`src/rtl/x_wave_player_pkg.sv`:
```
// x_wave_player_pkg
// Shared constants and the sequencer state type for the wave player.
//   AW   : sample memory address width (2048 entries)
//   DW   : sample width
//   DIVW : rate divider width
package x_wave_player_pkg;

  localparam int AW   = 11;
  localparam int DW   = 2;
  localparam int DIVW = 16;

  typedef enum logic [1:0] {
    IDLE    = 2'd0,
    FETCH   = 2'd1,
    CAPTURE = 2'd2,
    HOLD    = 2'd3
  } state_t;

endpackage

```
`src/rtl/x_wave_player_div.sv`:
```
// x_wave_player_div
// Loadable down-counter that sets how long each sample is held.
//   i_clk      : clock
//   i_nrst     : asynchronous active-low reset
//   i_load     : load i_load_val (takes priority over decrement)
//   i_load_val : value to load
//   i_dec      : decrement by one, saturating at zero
//   o_zero     : counter currently reads zero
module x_wave_player_div
  import x_wave_player_pkg::*;
(
  input  logic            i_clk,
  input  logic            i_nrst,
  input  logic            i_load,
  input  logic [DIVW-1:0] i_load_val,
  input  logic            i_dec,
  output logic            o_zero
);

  logic [DIVW-1:0] r_count;

  // Count register: a load restarts the hold interval, otherwise count down
  // and park at zero so the zero flag stays asserted until the next load.
  always_ff @(posedge i_clk or negedge i_nrst) begin
    if (!i_nrst) begin
      r_count <= '0;
    end else if (i_load) begin
      r_count <= i_load_val;
    end else if (i_dec && (r_count != '0)) begin
      r_count <= r_count - 1'b1;
    end
  end

  assign o_zero = (r_count == '0);

endmodule

```
`src/rtl/x_wave_player.sv`:
```
// x_wave_player
// Owns the single address/write port of the 2048x2 sample memory. While idle
// it streams 2-bit symbols into consecutive addresses; on start it plays
// addresses 0..len back at a programmable rate, optionally looping.
//   i_clk, i_nrst              : clock, asynchronous active-low reset
//   i_ld_valid/i_ld_data       : load stream in, o_ld_ready handshake out
//   i_start/i_stop             : begin / abort playback
//   i_len/i_div/i_loop         : playback settings, captured at start
//   o_mem_addr/we/wdata        : memory port; i_mem_rdata is read data
//   o_sample/o_sample_vld      : sample to the DAC stage and update strobe
//   o_busy/o_done              : playing / natural end of a one-shot play
module x_wave_player
  import x_wave_player_pkg::*;
(
  input  logic            i_clk,
  input  logic            i_nrst,
  input  logic            i_ld_valid,
  input  logic [DW-1:0]   i_ld_data,
  output logic            o_ld_ready,
  input  logic            i_start,
  input  logic            i_stop,
  input  logic [AW-1:0]   i_len,
  input  logic [DIVW-1:0] i_div,
  input  logic            i_loop,
  output logic [AW-1:0]   o_mem_addr,
  output logic            o_mem_we,
  output logic [DW-1:0]   o_mem_wdata,
  input  logic [DW-1:0]   i_mem_rdata,
  output logic [DW-1:0]   o_sample,
  output logic            o_sample_vld,
  output logic            o_busy,
  output logic            o_done
);

  state_t          r_state;
  state_t          w_nextState;
  logic [AW-1:0]   r_wPtr;
  logic [AW-1:0]   r_rPtr;
  logic [AW-1:0]   r_len;
  logic [DIVW-1:0] r_div;
  logic            r_loop;
  logic            r_ldReady;
  logic            r_busy;
  logic            r_done;
  logic            r_sampleVld;
  logic [DW-1:0]   r_sample;

  logic w_write;
  logic w_startAcc;
  logic w_capture;
  logic w_holdEnd;
  logic w_lastAddr;
  logic w_divZero;

  // A stop held together with start in IDLE suppresses the start, and a stop
  // during CAPTURE or HOLD must not update the sample or advance the pointer.
  assign w_write    = i_ld_valid & r_ldReady;
  assign w_startAcc = (r_state == IDLE) & i_start & ~i_stop;
  assign w_capture  = (r_state == CAPTURE) & ~i_stop;
  assign w_holdEnd  = (r_state == HOLD) & w_divZero & ~i_stop;
  assign w_lastAddr = (r_rPtr == r_len);

  // The address follows the write pointer while idle and the read pointer
  // otherwise, so it stays stable from FETCH through CAPTURE for both
  // registered and combinational memory read models.
  assign o_mem_we    = w_write;
  assign o_mem_addr  = (r_state == IDLE) ? r_wPtr : r_rPtr;
  assign o_mem_wdata = i_ld_data;

  assign o_ld_ready   = r_ldReady;
  assign o_sample     = r_sample;
  assign o_sample_vld = r_sampleVld;
  assign o_busy       = r_busy;
  assign o_done       = r_done;

  // Hold counter: reloaded on every capture, counted down through HOLD.
  x_wave_player_div u_div (
    .i_clk      (i_clk),
    .i_nrst     (i_nrst),
    .i_load     (w_capture),
    .i_load_val (r_div),
    .i_dec      (r_state == HOLD),
    .o_zero     (w_divZero)
  );

  // Next-state logic: stop wins everywhere outside IDLE; HOLD leaves for IDLE
  // only at the end of a non-looping play, otherwise it fetches the next sample.
  always_comb begin
    w_nextState = r_state;
    unique case (r_state)
      IDLE:    if (w_startAcc) w_nextState = FETCH;
      FETCH:   w_nextState = i_stop ? IDLE : CAPTURE;
      CAPTURE: w_nextState = i_stop ? IDLE : HOLD;
      HOLD: begin
        if (i_stop) begin
          w_nextState = IDLE;
        end else if (w_divZero) begin
          w_nextState = (w_lastAddr && !r_loop) ? IDLE : FETCH;
        end
      end
      default: w_nextState = IDLE;
    endcase
  end

  // State register plus the status flags that are simply registered views of
  // where the sequencer is heading next.
  always_ff @(posedge i_clk or negedge i_nrst) begin
    if (!i_nrst) begin
      r_state   <= IDLE;
      r_ldReady <= 1'b0;
      r_busy    <= 1'b0;
      r_done    <= 1'b0;
    end else begin
      r_state   <= w_nextState;
      r_ldReady <= (w_nextState == IDLE);
      r_busy    <= (w_nextState != IDLE);
      r_done    <= w_holdEnd & w_lastAddr & ~r_loop;
    end
  end

  // Pointers and captured play settings. A start clears the write pointer
  // even when a load lands in the same cycle; that write already went to the
  // old address combinationally.
  always_ff @(posedge i_clk or negedge i_nrst) begin
    if (!i_nrst) begin
      r_wPtr <= '0;
      r_rPtr <= '0;
      r_len  <= '0;
      r_div  <= '0;
      r_loop <= 1'b0;
    end else if (w_startAcc) begin
      r_wPtr <= '0;
      r_rPtr <= '0;
      r_len  <= i_len;
      r_div  <= i_div;
      r_loop <= i_loop;
    end else begin
      if (w_write) begin
        r_wPtr <= r_wPtr + 1'b1;
      end
      if (w_holdEnd) begin
        if (!w_lastAddr) begin
          r_rPtr <= r_rPtr + 1'b1;
        end else if (r_loop) begin
          r_rPtr <= '0;
        end
      end
    end
  end

  // Sample output: latched from memory in CAPTURE and otherwise held,
  // including across stop and the natural end of play.
  always_ff @(posedge i_clk or negedge i_nrst) begin
    if (!i_nrst) begin
      r_sample    <= '0;
      r_sampleVld <= 1'b0;
    end else begin
      r_sampleVld <= w_capture;
      if (w_capture) begin
        r_sample <= i_mem_rdata;
      end
    end
  end

endmodule
```
`config.mk`:
```
export PLATFORM = sky130hd
export DESIGN_NAME = x_wave_player
export DESIGN_NICKNAME = d
export VERILOG_FILES = /design/src/rtl/x_wave_player_pkg.sv /design/src/rtl/x_wave_player_div.sv /design/src/rtl/x_wave_player.sv
export SDC_FILE = /design/constraint.sdc
export NUM_CORES = 1
export LEC_CHECK = 0
export CAP_MARGIN = 20
export CORE_MARGIN = 3
export CORE_UTILIZATION = 30
export CTS_CLUSTER_SIZE = 24
export DETAILED_ROUTE_END_ITERATION = 7
export PLACE_DENSITY = 0.49
export SETUP_SLACK_MARGIN = 0.15
export SYNTH_ARGS = -nofsm -noshare
export SYNTH_HDL_FRONTEND = slang
export SYNTH_SLANG_ARGS = --single-unit
```
`constraint.sdc`:
```
create_clock -name i_clk -period 2.74 [get_ports i_clk]
set_clock_uncertainty 0.15 [all_clocks]
set_input_delay 0.411 -clock i_clk [delete_from_list [all_inputs] [get_ports i_clk]]
set_output_delay 0.411 -clock i_clk [all_outputs]
set_load 0.01 [all_outputs]
```
==> flow_summary.json <==
{
  "route.vias.total": 3120,
  "cts-root-buf": "clkbuf_16",
  "clkTransAtPathRegs_ns": 0.06,
  "fp.dieW_um": 119,
  "grt_usage_pct": 14.0,
  "num_rows": 40,
  "powerDensity_nw_per_um2": 773,
  "yosys_register_bits": 74,
  "gp_congestion": 0.854,
  "slew_headroom_pct": 61.4,
  "status": "completed",
  "ys_seq_area_share_pct": 48.7,
  "fin_tns_setup_ns": 0,
  "final_cells": 644,
  "cp-start-kind": "flop",
  "rsz0062_at_grt": "false",
  "core_region_area_um2": 12200,
  "worst_pin_slew_ns": 0.578,
  "p_total_mw": 3.72,
  "grt_pass1_vias": 3188,
  "p_leak_nw": 2.21,
  "die_h_um": 119,
  "post-place-ws_ns": 0.306,
  "ys.flop_type": "dfrtp_1",
  "async_flop_share_pct": 100,
  "dpl.hpwl_mm": 6.68,
  "syn_to_final_growth_pct": 26.5,
  "postRouteAntennaNets": 0,
  "grt_first_pass_wirelength_mm": 16.0,
  "cts_buffers": 9,
  "fillers": 1306,
  "synth_edf_count": 0,
  "dieArea_um2": 14100,
  "required_ns": 2.18,
  "n_antenna_cell": 0,
  "crit_fanout": 8,
  "setup.worst_path.end_class": "primary output",
  "antenna_found_initial": 0,
  "overflow": 0,
  "grt_max_degree": 42,
  "drc": 0,
  "yosys_warnings": 0,
  "layout.nets": 512,
  "drt_iter0_drc": 186,
  "postCtsSetupRepairBufs": 0,
  "syn_avg_cell_area_um2": 9.05,
  "yosysUniqueCellTypes": 48,
  "fmax_mhz": 397,
  "cts_num_sinks": 74,
  "placed_area_um2": 4500,
  "cap_violations": 0,
  "hold_violations": 0,
  "post-route-period-util_pct": 91.9,
  "final_area_um2": 4810,
  "place_inst": 626,
  "htreeDepth": 3,
  "cts_tree": "done",
  "hold-worst-slack_ns": 0.330,
  "ir_drop_mv": 0.298,
  "ios": 57,
  "hp-class": "reg -> reg",
  "start_util_pct": 31.1,
  "routed_wl_mm": 9.46,
  "fin_ws_ns": 0.222,
  "syn-num-nets": 461,
  "post-route-min-period_ns": 2.52,
  "clk_latency_ns": 0.34,
  "drt-vias-per-instance": 4.84,
  "synthCells": 420,
  "fin_util_pct": 39.4,
  "wire_per_inst_um": 14.7,
  "yosys.area.top_type": "dfrtp_1",
  "synth_top_area_share_pct": 48.7,
  "dr.pass1.iters": 4,
  "clockBufferDepth": 2,
  "ys_top_cells_by_area": "dfrtp_1, nand2_1, xor2_1, a221o_1, nor2_1",
  "finalSetupViolCount": 0,
  "timing_worst_setup_path_type": "reg -> out",
  "port_buffers": 52,
  "final_max_slew_viol_count": 0,
  "drive_gt1_share_pct": 10.7,
  "cp.arrival_ns": 1.96,
  "syn_area_um2": 3800
}
-- cell usage after synthesis (3+ instances only) --
master / instances
xor2_1: 19
nand3_1: 14
and2_1: 7
or2_2: 4
o21ai_0: 13
inv_1: 12
nand4_1: 3
a31oi_1: 14
nor4_1: 7
clkbuf_1: 17
dfrtp_1: 74
a21oi_1: 4
nor2_1: 25
nand3b_1: 3
and3_1: 5
nor3_1: 15
a221o_1: 12
mux2_2: 8
o211ai_1: 6
ha_1: 4
or4_4: 3
nand2_1: 114
xnor2_1: 4
-- worst max-delay path: stages, from the launching register on --
cell,delay (ns)
dfrtp_2,0.45
nor2_2,0.18
buf_6,0.16
mux2_2,0.34
clkdlybuf4s50_1,0.49
-- per-layer routing --
metal	vias up	track usage (%)	part of all wire, %
met1	1503	17.6	46
met3	7	4.21	4.0
li1	1554	-	-
met2	56	23.8	49
met4	0	2.90	0.76
met5	-	0	0
-- cells by family (layout without fill, tap and decap cells) --
family | Yosys count | after routing | share of synthesized area (%)
simple gates | 212 | 212 | 26.4
flops | 74 | 74 | 48.7
compound gates | 59 | 59 | 10.9
buf+inv | 38 | 94 | 4.51
xor+xnor | 23 | 23 | 5.30
mux | 10 | 10 | 2.90
fa+ha+maj | 4 | 4 | 1.32
-- path summary, 6_finish.rpt --
| check | slack, ns | endpoint | depth (start not counted) | from |
|---|---|---|---|---|
| worst max-delay path | 0.22 | o_mem_addr[5] | 4 | r_state[0] |
| worst min-delay path | 0.33 | r_div[5] | 2 | r_div[5] |
| worst max register to register | 0.33 | u_div.r_count[15] | 5 | u_div.r_count[6] |
| worst min register to register | 0.33 | r_div[5] | 2 | r_div[5] |
| max in group asynchronous | 1.31 | r_loop | 3 | i_nrst |
| min in group asynchronous | 0.47 | u_div.r_count[11] | 2 | i_nrst |
-- registers in the layout, indices dropped and copies added, names as in the netlist, 2 cells and up --
signal / flops
r_div: 16
r_wPtr: 11
u_div.r_count: 16
o_sample: 2
r_state: 2
r_rPtr: 11
r_len: 11
-- what timing repair did --
action | 4_1_cts | 5_1_grt
hold endpoints to repair | 39 | 0
hold buffers | 1 | 0
gates resized for setup | 0 | 5
endpoints found under the setup margin | 0 | 10
-- area by class of cell --
class	count	area, µm²	share of cell area (%)
sequential	74	1850	38.5
multi-input combinational	308	1790	37.3
timing repair buffer	66	629	13.1
clock buffer	13	240	4.99
tap	168	210	4.37
inverter	12	45.0	0.937
clock inverter	3	40.0	0.832
-- placed cells by master (no fill, tap or decap), types with 8 or more instances in the layout --
master / n
a221o_1: 12
clkdlybuf4s50_1: 50
o21ai_0: 13
inv_1: 12
nand2_1: 114
xor2_1: 19
nand3_1: 14
mux2_2: 8
dfrtp_1: 73
a31oi_1: 14
nor3_1: 15
clkbuf_16: 9
buf_4: 12
nor2_1: 24
-- power breakdown --
part           switching, mW  internal, mW
Sequential             0.269          1.35
Combinational          0.473         0.482
Clock                  0.443         0.704
No activity file was read; power rests on OpenSTA's default activity.
